<file path="src/rtl/mem_tid_allocator.sv">
// mem_tid_allocator: round-robin grant of memory transaction IDs with an
// outstanding-request cap and drain/serialise handling for non-idempotent
// requests. Grant eligibility depends only on registered state, so responses
// never reach gnt_o combinationally.
module mem_tid_allocator #(
    parameter  int NrPorts          = 2,
    parameter  int TidWidth         = 2,
    parameter  int MaxOutstanding   = 4,
    parameter  int NonIdemSerialise = 1,
    localparam int PortW            = (NrPorts > 1) ? $clog2(NrPorts) : 1,
    localparam int CntW             = $clog2(MaxOutstanding + 1),
    localparam int NrTids           = 2 ** TidWidth
) (
    input  logic                clk_i,
    input  logic                rst_ni,
    input  logic                flush_i,
    input  logic [NrPorts-1:0]  req_valid_i,
    input  logic [NrPorts-1:0]  req_nonidem_i,
    output logic [NrPorts-1:0]  gnt_o,
    output logic [TidWidth-1:0] gnt_tid_o,
    input  logic                rsp_valid_i,
    input  logic [TidWidth-1:0] rsp_tid_i,
    output logic [PortW-1:0]    rsp_port_o,
    output logic                rsp_spurious_o,
    output logic [CntW-1:0]     outstanding_o,
    output logic                idle_o
);

    localparam logic [1:0] ST_NORMAL = 2'd0;
    localparam logic [1:0] ST_DRAIN  = 2'd1;
    localparam logic [1:0] ST_SERIAL = 2'd2;

    logic [NrTids-1:0]   r_busy;
    logic [PortW-1:0]    r_owner [NrTids];
    logic [CntW-1:0]     r_cnt;
    logic [PortW-1:0]    r_rr;
    logic [1:0]          r_state;
    logic [TidWidth-1:0] r_serial_tid;

    logic                w_any_vld;
    logic [PortW-1:0]    w_win;
    logic                w_free_any;
    logic [TidWidth-1:0] w_free_tid;
    logic                w_win_nonidem;
    logic                w_blocked;
    logic                w_gnt;
    logic                w_rel;
    logic                w_enter_drain;
    logic [PortW-1:0]    w_rr_inc;

    // Round-robin search: first valid port at or after r_rr, wrapping.
    always_comb begin
        int j;
        j         = 0;
        w_any_vld = 1'b0;
        w_win     = '0;
        for (int i = 0; i < NrPorts; i++) begin
            j = int'(r_rr) + i;
            if (j >= NrPorts) j = j - NrPorts;
            if (!w_any_vld && req_valid_i[j]) begin
                w_any_vld = 1'b1;
                w_win     = PortW'(j);
            end
        end
    end

    // Lowest-index free TID from the registered bitmap only; a TID being
    // released this cycle is still busy here and becomes eligible next cycle.
    always_comb begin
        w_free_any = 1'b0;
        w_free_tid = '0;
        for (int t = 0; t < NrTids; t++) begin
            if (!w_free_any && !r_busy[t]) begin
                w_free_any = 1'b1;
                w_free_tid = TidWidth'(t);
            end
        end
    end

    assign w_win_nonidem = (NonIdemSerialise != 0) && w_any_vld && req_nonidem_i[w_win];
    // A non-idempotent winner may only go when nothing else is in flight.
    assign w_blocked     = w_win_nonidem && (r_cnt != '0);
    assign w_gnt         = !flush_i && (r_state == ST_NORMAL) && w_any_vld &&
                           (r_cnt < CntW'(MaxOutstanding)) && w_free_any && !w_blocked;
    assign w_enter_drain = !flush_i && (r_state == ST_NORMAL) && w_blocked;
    assign w_rel         = rsp_valid_i && r_busy[rsp_tid_i];
    assign w_rr_inc      = (w_win == PortW'(NrPorts - 1)) ? '0 : w_win + 1'b1;

    // One-hot grant to the round-robin winner.
    always_comb begin
        gnt_o        = '0;
        if (w_gnt) gnt_o[w_win] = 1'b1;
    end

    assign gnt_tid_o      = w_free_tid;
    assign rsp_port_o     = r_owner[rsp_tid_i];
    assign rsp_spurious_o = rsp_valid_i && !r_busy[rsp_tid_i];
    assign outstanding_o  = r_cnt;
    assign idle_o         = (r_cnt == '0) && (r_state == ST_NORMAL);

    // TID bitmap, owner table and in-flight counter.
    always_ff @(posedge clk_i or negedge rst_ni) begin
        if (!rst_ni) begin
            r_busy <= '0;
            r_cnt  <= '0;
            for (int t = 0; t < NrTids; t++) r_owner[t] <= '0;
        end else if (flush_i) begin
            r_busy <= '0;
            r_cnt  <= '0;
        end else begin
            // Granted and released TIDs always differ (free vs busy).
            if (w_rel) r_busy[rsp_tid_i] <= 1'b0;
            if (w_gnt) begin
                r_busy[w_free_tid]  <= 1'b1;
                r_owner[w_free_tid] <= w_win;
            end
            case ({w_gnt, w_rel})
                2'b10:   r_cnt <= r_cnt + 1'b1;
                2'b01:   r_cnt <= r_cnt - 1'b1;
                default: r_cnt <= r_cnt;
            endcase
        end
    end

    // Serialisation FSM and round-robin pointer; rr freezes on a draining
    // non-idempotent winner so the same port wins once traffic has drained.
    always_ff @(posedge clk_i or negedge rst_ni) begin
        if (!rst_ni) begin
            r_state      <= ST_NORMAL;
            r_rr         <= '0;
            r_serial_tid <= '0;
        end else if (flush_i) begin
            r_state <= ST_NORMAL;
        end else begin
            if (w_gnt)              r_rr <= w_rr_inc;
            else if (w_enter_drain) r_rr <= w_win;
            case (r_state)
                ST_NORMAL: begin
                    if (w_gnt && w_win_nonidem) begin
                        r_state      <= ST_SERIAL;
                        r_serial_tid <= w_free_tid;
                    end else if (w_enter_drain) begin
                        r_state <= ST_DRAIN;
                    end
                end
                ST_DRAIN: begin
                    if (r_cnt == '0) r_state <= ST_NORMAL;
                end
                ST_SERIAL: begin
                    if (w_rel && (rsp_tid_i == r_serial_tid)) r_state <= ST_NORMAL;
                end
                default: r_state <= ST_NORMAL;
            endcase
        end
    end

endmodule

</file>
<file path="config.mk">
export PLATFORM = sky130hd
export DESIGN_NAME = mem_tid_allocator
export DESIGN_NICKNAME = d
export VERILOG_FILES = /design/src/rtl/mem_tid_allocator.sv
export SDC_FILE = /design/constraint.sdc
export NUM_CORES = 1
export LEC_CHECK = 0
export ABC_AREA = 1
export CAP_MARGIN = 15
export CORE_MARGIN = 2
export CORE_UTILIZATION = 55
export CTS_CLUSTER_SIZE = 25
export DETAILED_ROUTE_END_ITERATION = 8
export PLACE_DENSITY = 0.85
export SLEW_MARGIN = 5
export SYNTH_ARGS = -nofsm -noshare
export SYNTH_HDL_FRONTEND = slang
export SYNTH_SLANG_ARGS = --single-unit
export TNS_END_PERCENT = 50
</file>
<file path="constraint.sdc">
create_clock -name clk_i -period 4.17 [get_ports clk_i]
set_input_delay 0.417 -clock clk_i [delete_from_list [all_inputs] [get_ports clk_i]]
set_output_delay 0.417 -clock clk_i [all_outputs]
set_load 0.03 [all_outputs]
</file>
==> results of run 1 <==
cells by family after synthesis:
| logic type | Yosys count | share of synthesized area [%] |
|---|---|---|
| flip-flops | 16 | 36.1 |
| AND/OR/NAND/NOR | 83 | 40.2 |
| buffers and inverters | 28 | 10.6 |
| adder cells (fa/ha/maj) | 3 | 4.06 |
| XOR/XNOR | 3 | 2.37 |
| AO/OA/AOI/OAI | 12 | 6.65 |
cells in the mapped netlist, drive strengths merged:
cell type / instances
inv: 26
nand4: 8
nor3: 1
ha: 2
fa: 1
xor2: 1
nand3: 14
a31o: 1
buf: 2
dfrtp: 16
a22oi: 1
xnor2: 2
nand2: 44
o21ai: 10
nor2: 16
layout by cell type, fill, tap and decap left out, drive strengths merged:
master          n
nand2          44
a22oi           1
o21ai          10
clkbuf          4
nand3          14
a31o            1
dfrtp          16
inv            26
xnor2           2
xor2            1
nand4           8
clkdlybuf4s50  19
ha              2
nor3            1
fa              1
nor2           16
path summary, 6_finish.rpt:
path	start	to	slack (ns)	cells past startpoint
max in group asynchronous	rst_ni	r_serial_tid[1]	3.14	1
worst min-delay path	r_owner[2]	r_owner[2]	0.51	2
worst max register to register	r_state[1]	outstanding_o[2]	1.95	13
min in group asynchronous	rst_ni	r_owner[1]	0.56	1
worst min register to register	r_owner[2]	r_owner[2]	0.51	2
worst max-delay path	flush_i	gnt_o[0]	1.19	8
state kept, by name, indices dropped and copies added, names as in the netlist:
signal         cells
outstanding_o      3
r_busy             4
r_owner            4
r_serial_tid       2
r_state            2
r_rr               1
power by group:
part           switching [mW]  total, mW  internal, mW
combinational           0.242      0.385         0.143
clock                  0.0499      0.103        0.0533
sequential             0.0390      0.239         0.200
total                   0.331      0.727         0.396
per-layer routing:
metal | GRT usage, % | share of wire [%] | routed length, um
met3 | 4.91 | 5.0 | 123
met2 | 43.8 | 52 | 1300
met5 | 0 | 0 | 0
met1 | 27.4 | 39 | 975
met4 | 13.8 | 3.3 | 83
area by class of cell:
| type | count | share of cell area (%) |
|---|---|---|
| inverter | 26 | 7.74 |
| multi-input combinational | 101 | 43.6 |
| timing repair buffer | 19 | 14.0 |
| clock buffer | 4 | 2.67 |
| sequential | 16 | 29.5 |
| tap | 27 | 2.49 |
critical path: stages:
cell             delay [ns]
clkdlybuf4s50_1        0.46
inv_1                  0.31
nand4_2                0.18
nor2_4                 0.19
nand2_4                0.11
inv_6                  0.10
ha_1                   0.14
clkdlybuf4s50_1        0.66
==> summary.txt, run 1 <==
Placement
  • Pre-CTS WS: 1.21 ns
  • Hpwl dp: ~1.9 mm
  • Post-Place Cell Area: 0.00132 mm2
  • Placed Cells: 189
  • IO Port Bufs: 19
  • GPL Wtd Cong: 0.919

Synth
  • Mapped Nets: 158
  • Cell taking the most area after synthesis: dfrtp_1
  • Yosys top cell area share: 36.1%
  • Sequential-to-total area share from yosys stat: 36.1%
  • Post-synthesis area per instance: 7.65 um2
  • Cell variety after synth: 28
  • Synth Instances: between 100 and 150
  • Syn. warnings: 0
  • Synthesized area: 0.00111 mm2
  • Largest cells by area after synthesis: dfrtp_1, nand2_1, inv_1
  • Yosys reg bits: 16

Floorplanning
  • Die width: between 40 and 50 um
  • Initial Util: a little under three fifths
  • Die ar.: 0.00239 mm2
  • Cell row count: 16
  • I/O pin cnt: 20
  • Die Span Y: 48.9 um
  • Core area: 0.00194 mm2

Worst setup path
  • Crit path max fanout: 12
  • Crit path launch type: input port
  • Worst setup EP type: output pin
  • Data required, critical path: between 3 and 4 ns
  • CP arrival: 2.56 ns
  • Critical path class: input port to output pin

Final layout
  • Register area: roughly 400 um2
  • Final cell count without fillers: 193
  • Area growth from synthesis to layout: 22.3%
  • Multi-input logic area: 592 um2
  • Cell area after layout: approximately 0.0014 mm2
  • Fillers: 178
  • Number of diodes: 0
  • Layout cells sized above 1: a little under a fifth
  • Final Util: between 60% and 70%
  • Nets: 180

Flow run
  • Max cap viols: 0

STA
  • Worst-margin pin slew: 0.748 ns
  • TNS Setup: 0 ns
  • Clock Skews: 0.00433 ns
  • Fin Hold WS: 0.505 ns
  • RSZ-0062 raised after global routing: false
  • Endpoints failing hold: 0
  • Period Utilization, post-route: 71.4%
  • Worst Slack Setup Final: about 1.2 ns
  • Final-report max-slew violation count: 0
  • F_max: 0.336 GHz
  • Fin crit period: 2.98 ns
  • Final setup viols: 0
  • Rel. slew slack: 50.0%

Clock network
  • CTS H-Tree Depth: 1
  • Max Buffers Root-to-Sink: 2
  • Clock Latency Late Sink: between 0.2 and 0.3 ns
  • CTS tree: done
  • CTS Hold Bufs: 0
  • Clk slew on worst S/H paths: approximately 0.090 ns
  • Cts bufs inserted: 3
  • Clock Tree Root: clkbuf_4
  • Resize count post-CTS: 0
  • Number of post-CTS setup repair buffers: 0
  • CTS sink cnt: 16

Detailed routing
  • Drt drc: 0
  • DRT iter0 DRCs: 35
  • WL final: around 2.5 mm
  • Antenna Nets Post-Route: 0
  • WL per Instance: 12.8 um
  • Via count: 1036
  • Detailed Routing Iterations Pass 1: 4
  • Via density: approximately 5.4

Power
  • Total power: around 730 uW
  • VDD IR max: ~420 uV
  • LEAKAGE: slightly above 0.7 nW
  • PwrDens: around 540 mW/mm2

Status
  • Outcome: finished, final reports clean

Global route
  • Largest net degree at the start of global routing: 17
  • Gr ovfl total: 0
  • Initial antenna violation count: 0
  • Vias in the first global route: approximately 1.0k
  • GRT Total Usage: 24.7%
  • First-pass GRT wire length: 4.60 mm

Hold path
  • Tightest Hold Check Type: flop to flop
No activity file was read; power rests on OpenSTA's default activity.
==> inputs of run 2 (changes only) <==
Settings changed: CORE_UTILIZATION 55 to 46, PLACE_DENSITY 0.85 to 0.76.
Clock period 4.17 ns to 2.63 ns, I/O delays scaled along.
==> run 2 against run 1 <==
  * Sequential power rose by 58%
  * First-iteration DRC count down 86%
  * Wire length decreased by 4.8%
  * Cell area is 0.37% higher
  * Final cell count is 1.0% higher
  * Register-to-register slack worse by 1.5 ns
  * Worst hold slack lost 0.086 ns
  * Critical path type is now flop to output pin
  * Critical endpoint is now gnt_o[1]
==> summary.txt, run 2 (synthesis gave the netlist of run 1 again) <==
Flow run
  • Max cap viols: 0 (unchanged)

Clock network
  • CTS Hold Bufs: 0 (unchanged)
  • Clock Tree Root: clkbuf_4 (unchanged)
  • CTS sink cnt: 16 (unchanged)
  • CTS H-Tree Depth: 1 (unchanged)
  • Clock Latency Late Sink: 0.28 ns (was 0.29 ns)
  • CTS tree: done (unchanged)
  • Number of post-CTS setup repair buffers: 0 (unchanged)
  • Cts bufs inserted: 3 (unchanged)
  • Resize count post-CTS: 0 (unchanged)
  • Clk slew on worst S/H paths: 0.09 ns (about the same)
  • Max Buffers Root-to-Sink: 2 (unchanged)

Worst setup path
  • Critical path class: flop to output pin (was input port to output pin)
  • R2R setup slack: 0.50 ns (was 1.95 ns)
  • Worst path top cell family by delay: buffers and inverters (unchanged)
  • Worst setup EP type: output pin (unchanged)
  • Crit path launch type: flop (was input port)
  • Crit path max fanout: 6 (was 12)
  • CP max-delay cell: clkdlybuf4s50_1 (unchanged)
  • Crit-path cells: nor2_1, nand4_2, nor2_4, nand2_4, inv_6, ha_1, clkdlybuf4s50_1 (was clkdlybuf4s50_1, inv_1, nand4_2, nor2_4, nand2_4, inv_6, ha_1, clkdlybuf4s50_1)
  • CP arrival: 2.20 ns (was 2.56 ns)
  • CP bufs+invs: 2 (was 4)
  • Data required, critical path: 2.37 ns (was 3.75 ns)
  • Slowest stage delay, CP: 0.66 ns (about the same)

STA
  • Period Utilization, post-route: 93.7%
  • Fin crit period: about 2.5 ns
  • Worst Slack Setup Final: 0.166 ns (was 1.19 ns)
  • Endpoints failing hold: 0 (unchanged)
  • TNS Setup: 0 ns (unchanged)
  • Rel. slew slack: 49.3% (was 50.0%)
  • F_max: slightly above 0.4 GHz
  • Fin Hold WS: 0.419 ns (was 0.505 ns)
  • Final setup viols: 0 (unchanged)
  • Final-report max-slew violation count: 0 (unchanged)
  • Clock Skews: 0.00108 ns (was 0.00433 ns)
  • RSZ-0062 raised after global routing: false (unchanged)
  • Worst-margin pin slew: 0.759 ns (was 0.748 ns)

Floorplanning
  • Core area: 0.00225 mm2 (was 0.00194 mm2)
  • Die width: 53.1 um (was 48.9 um)
  • Die ar.: 0.00282 mm2 (was 0.00239 mm2)
  • Initial Util: 49.2% (was 57.2%)
  • I/O pin cnt: 20 (unchanged)
  • Die Span Y: 53.1 um (was 48.9 um)
  • Cell row count: 17 (was 16)

Final layout
  • Layout cells sized above 1: 18.6% (was 18.1%)
  • Multi-input logic area: 592 um2 (unchanged)
  • Cell area after layout: 0.00136 mm2 (about the same)
  • Most frequent cells in the layout: nand2_1, inv_1, clkdlybuf4s50_1 (unchanged)
  • Register area: 400 um2 (unchanged)
  • Nets: 182 (was 180)
  • Fillers: 210 (was 178)
  • Number of diodes: 0 (unchanged)
  • Area growth from synthesis to layout: 22.8% (was 22.3%)
  • Final Util: 60.4% (was 69.9%)
  • Final cell count without fillers: 195 (was 193)
  • Most common cell after layout, fill and taps aside: nand2_1 (unchanged)

Detailed routing
  • WL final: 2.36 mm (was 2.48 mm)
  • Via count: 988 (was 1036)
  • DRT iter0 DRCs: 5 (was 35)
  • Via density: 5.07 (was 5.37)
  • Detailed Routing Iterations Pass 1: 4 (unchanged)
  • Drt drc: 0 (unchanged)
  • WL per Instance: 12.1 um (was 12.8 um)
  • Antenna Nets Post-Route: 0 (unchanged)

Global route
  • M2 GR Usage: 37.3% (was 43.8%)
  • Met3 Usage GRT: 3.11% (was 4.91%)
  • Initial antenna violation count: 0 (unchanged)
  • GR Util met1: 23.7% (was 27.4%)
  • Largest net degree at the start of global routing: 17 (unchanged)
  • First-pass GRT wire length: 4.20 mm (was 4.60 mm)
  • Gr ovfl total: 0 (unchanged)
  • GR peak layer: met2 (unchanged)
  • Vias in the first global route: 993 (was 1046)
  • GRT Total Usage: 20.6% (was 24.7%)

Placement
  • IO Port Bufs: 19 (unchanged)
  • Pre-CTS WS: 0.103 ns (was 1.21 ns)
  • Placed Cells: 192 (was 189)
  • GPL Wtd Cong: 0.875 (was 0.919)
  • Post-Place Cell Area: 0.00134 mm2 (was 0.00132 mm2)
  • Hpwl dp: 1.92 mm (was 1.93 mm)

Power
  • VDD IR max: 504 uV (was 416 uV)
  • LEAKAGE: 0.732 nW (was 0.714 nW)
  • PwrDens: 814 mW/mm2 (was 535 mW/mm2)
  • Total power: 1.11 mW (was 727 uW)

Status
  • Outcome: finished, final reports clean (unchanged)

Hold path
  • Tightest Hold Check Type: input port to asynchronous set/reset pin (was flop to flop)
-- run 2: worst paths after layout --
path | startpoint | endpoint | cells after the start
worst max-delay path | r_state[1] | gnt_o[1] | 7
worst min-delay path | rst_ni | r_owner[0] | 1
worst max register to register | r_state[1] | outstanding_o[2] | 13
worst min register to register | r_owner[2] | r_owner[2] | 2
max in group asynchronous | rst_ni | r_state[1] | 1
min in group clk_i | r_owner[2] | r_owner[2] | 2
-- run 2: cell type report --
type                       instances  share of cell area [%]
tap                               28                    2.57
sequential                        16                    29.4
timing repair buffer              21                    15.2
multi-input combinational        101                    43.4
inverter                          26                    7.71
clock buffer                       3                    1.65
-- run 2: worst reg2reg max path: cells and delay by family, from the launching register on --
| family | cells | cell delay, ns |
|---|---|---|
| adder cells (fa/ha/maj) | 1 | 0.38 |
| buffers and inverters | 2 | 0.12 |
| AND/OR/NAND/NOR | 9 | 0.95 |
| XOR/XNOR | 1 | 0.19 |
| flip-flops | 1 | 0.40 |
-- run 2: layer usage --
| metal | wire length, um | up-vias | part of all wire (%) |
|---|---|---|---|
| met1 | 1020 | 459 | 43 |
| met3 | 98 | 6 | 4.2 |
| met5 | 0 | - | 0 |
| li1 | - | 504 | - |
| met2 | 1190 | 19 | 51 |
| met4 | 44 | 0 | 1.9 |
-- run 2: power by group --
| group | switching [mW] | internal, mW |
|---|---|---|
| clock network | 0.0746 | 0.0532 |
| registers | 0.0601 | 0.317 |
| logic | 0.375 | 0.230 |
==> inputs of run 3 (changes only) <==
Settings changed: CTS_CLUSTER_DIAMETER from default to 120.
==> results of run 3 <==
Final layout, timing and power as in run 2 (identical DEF).
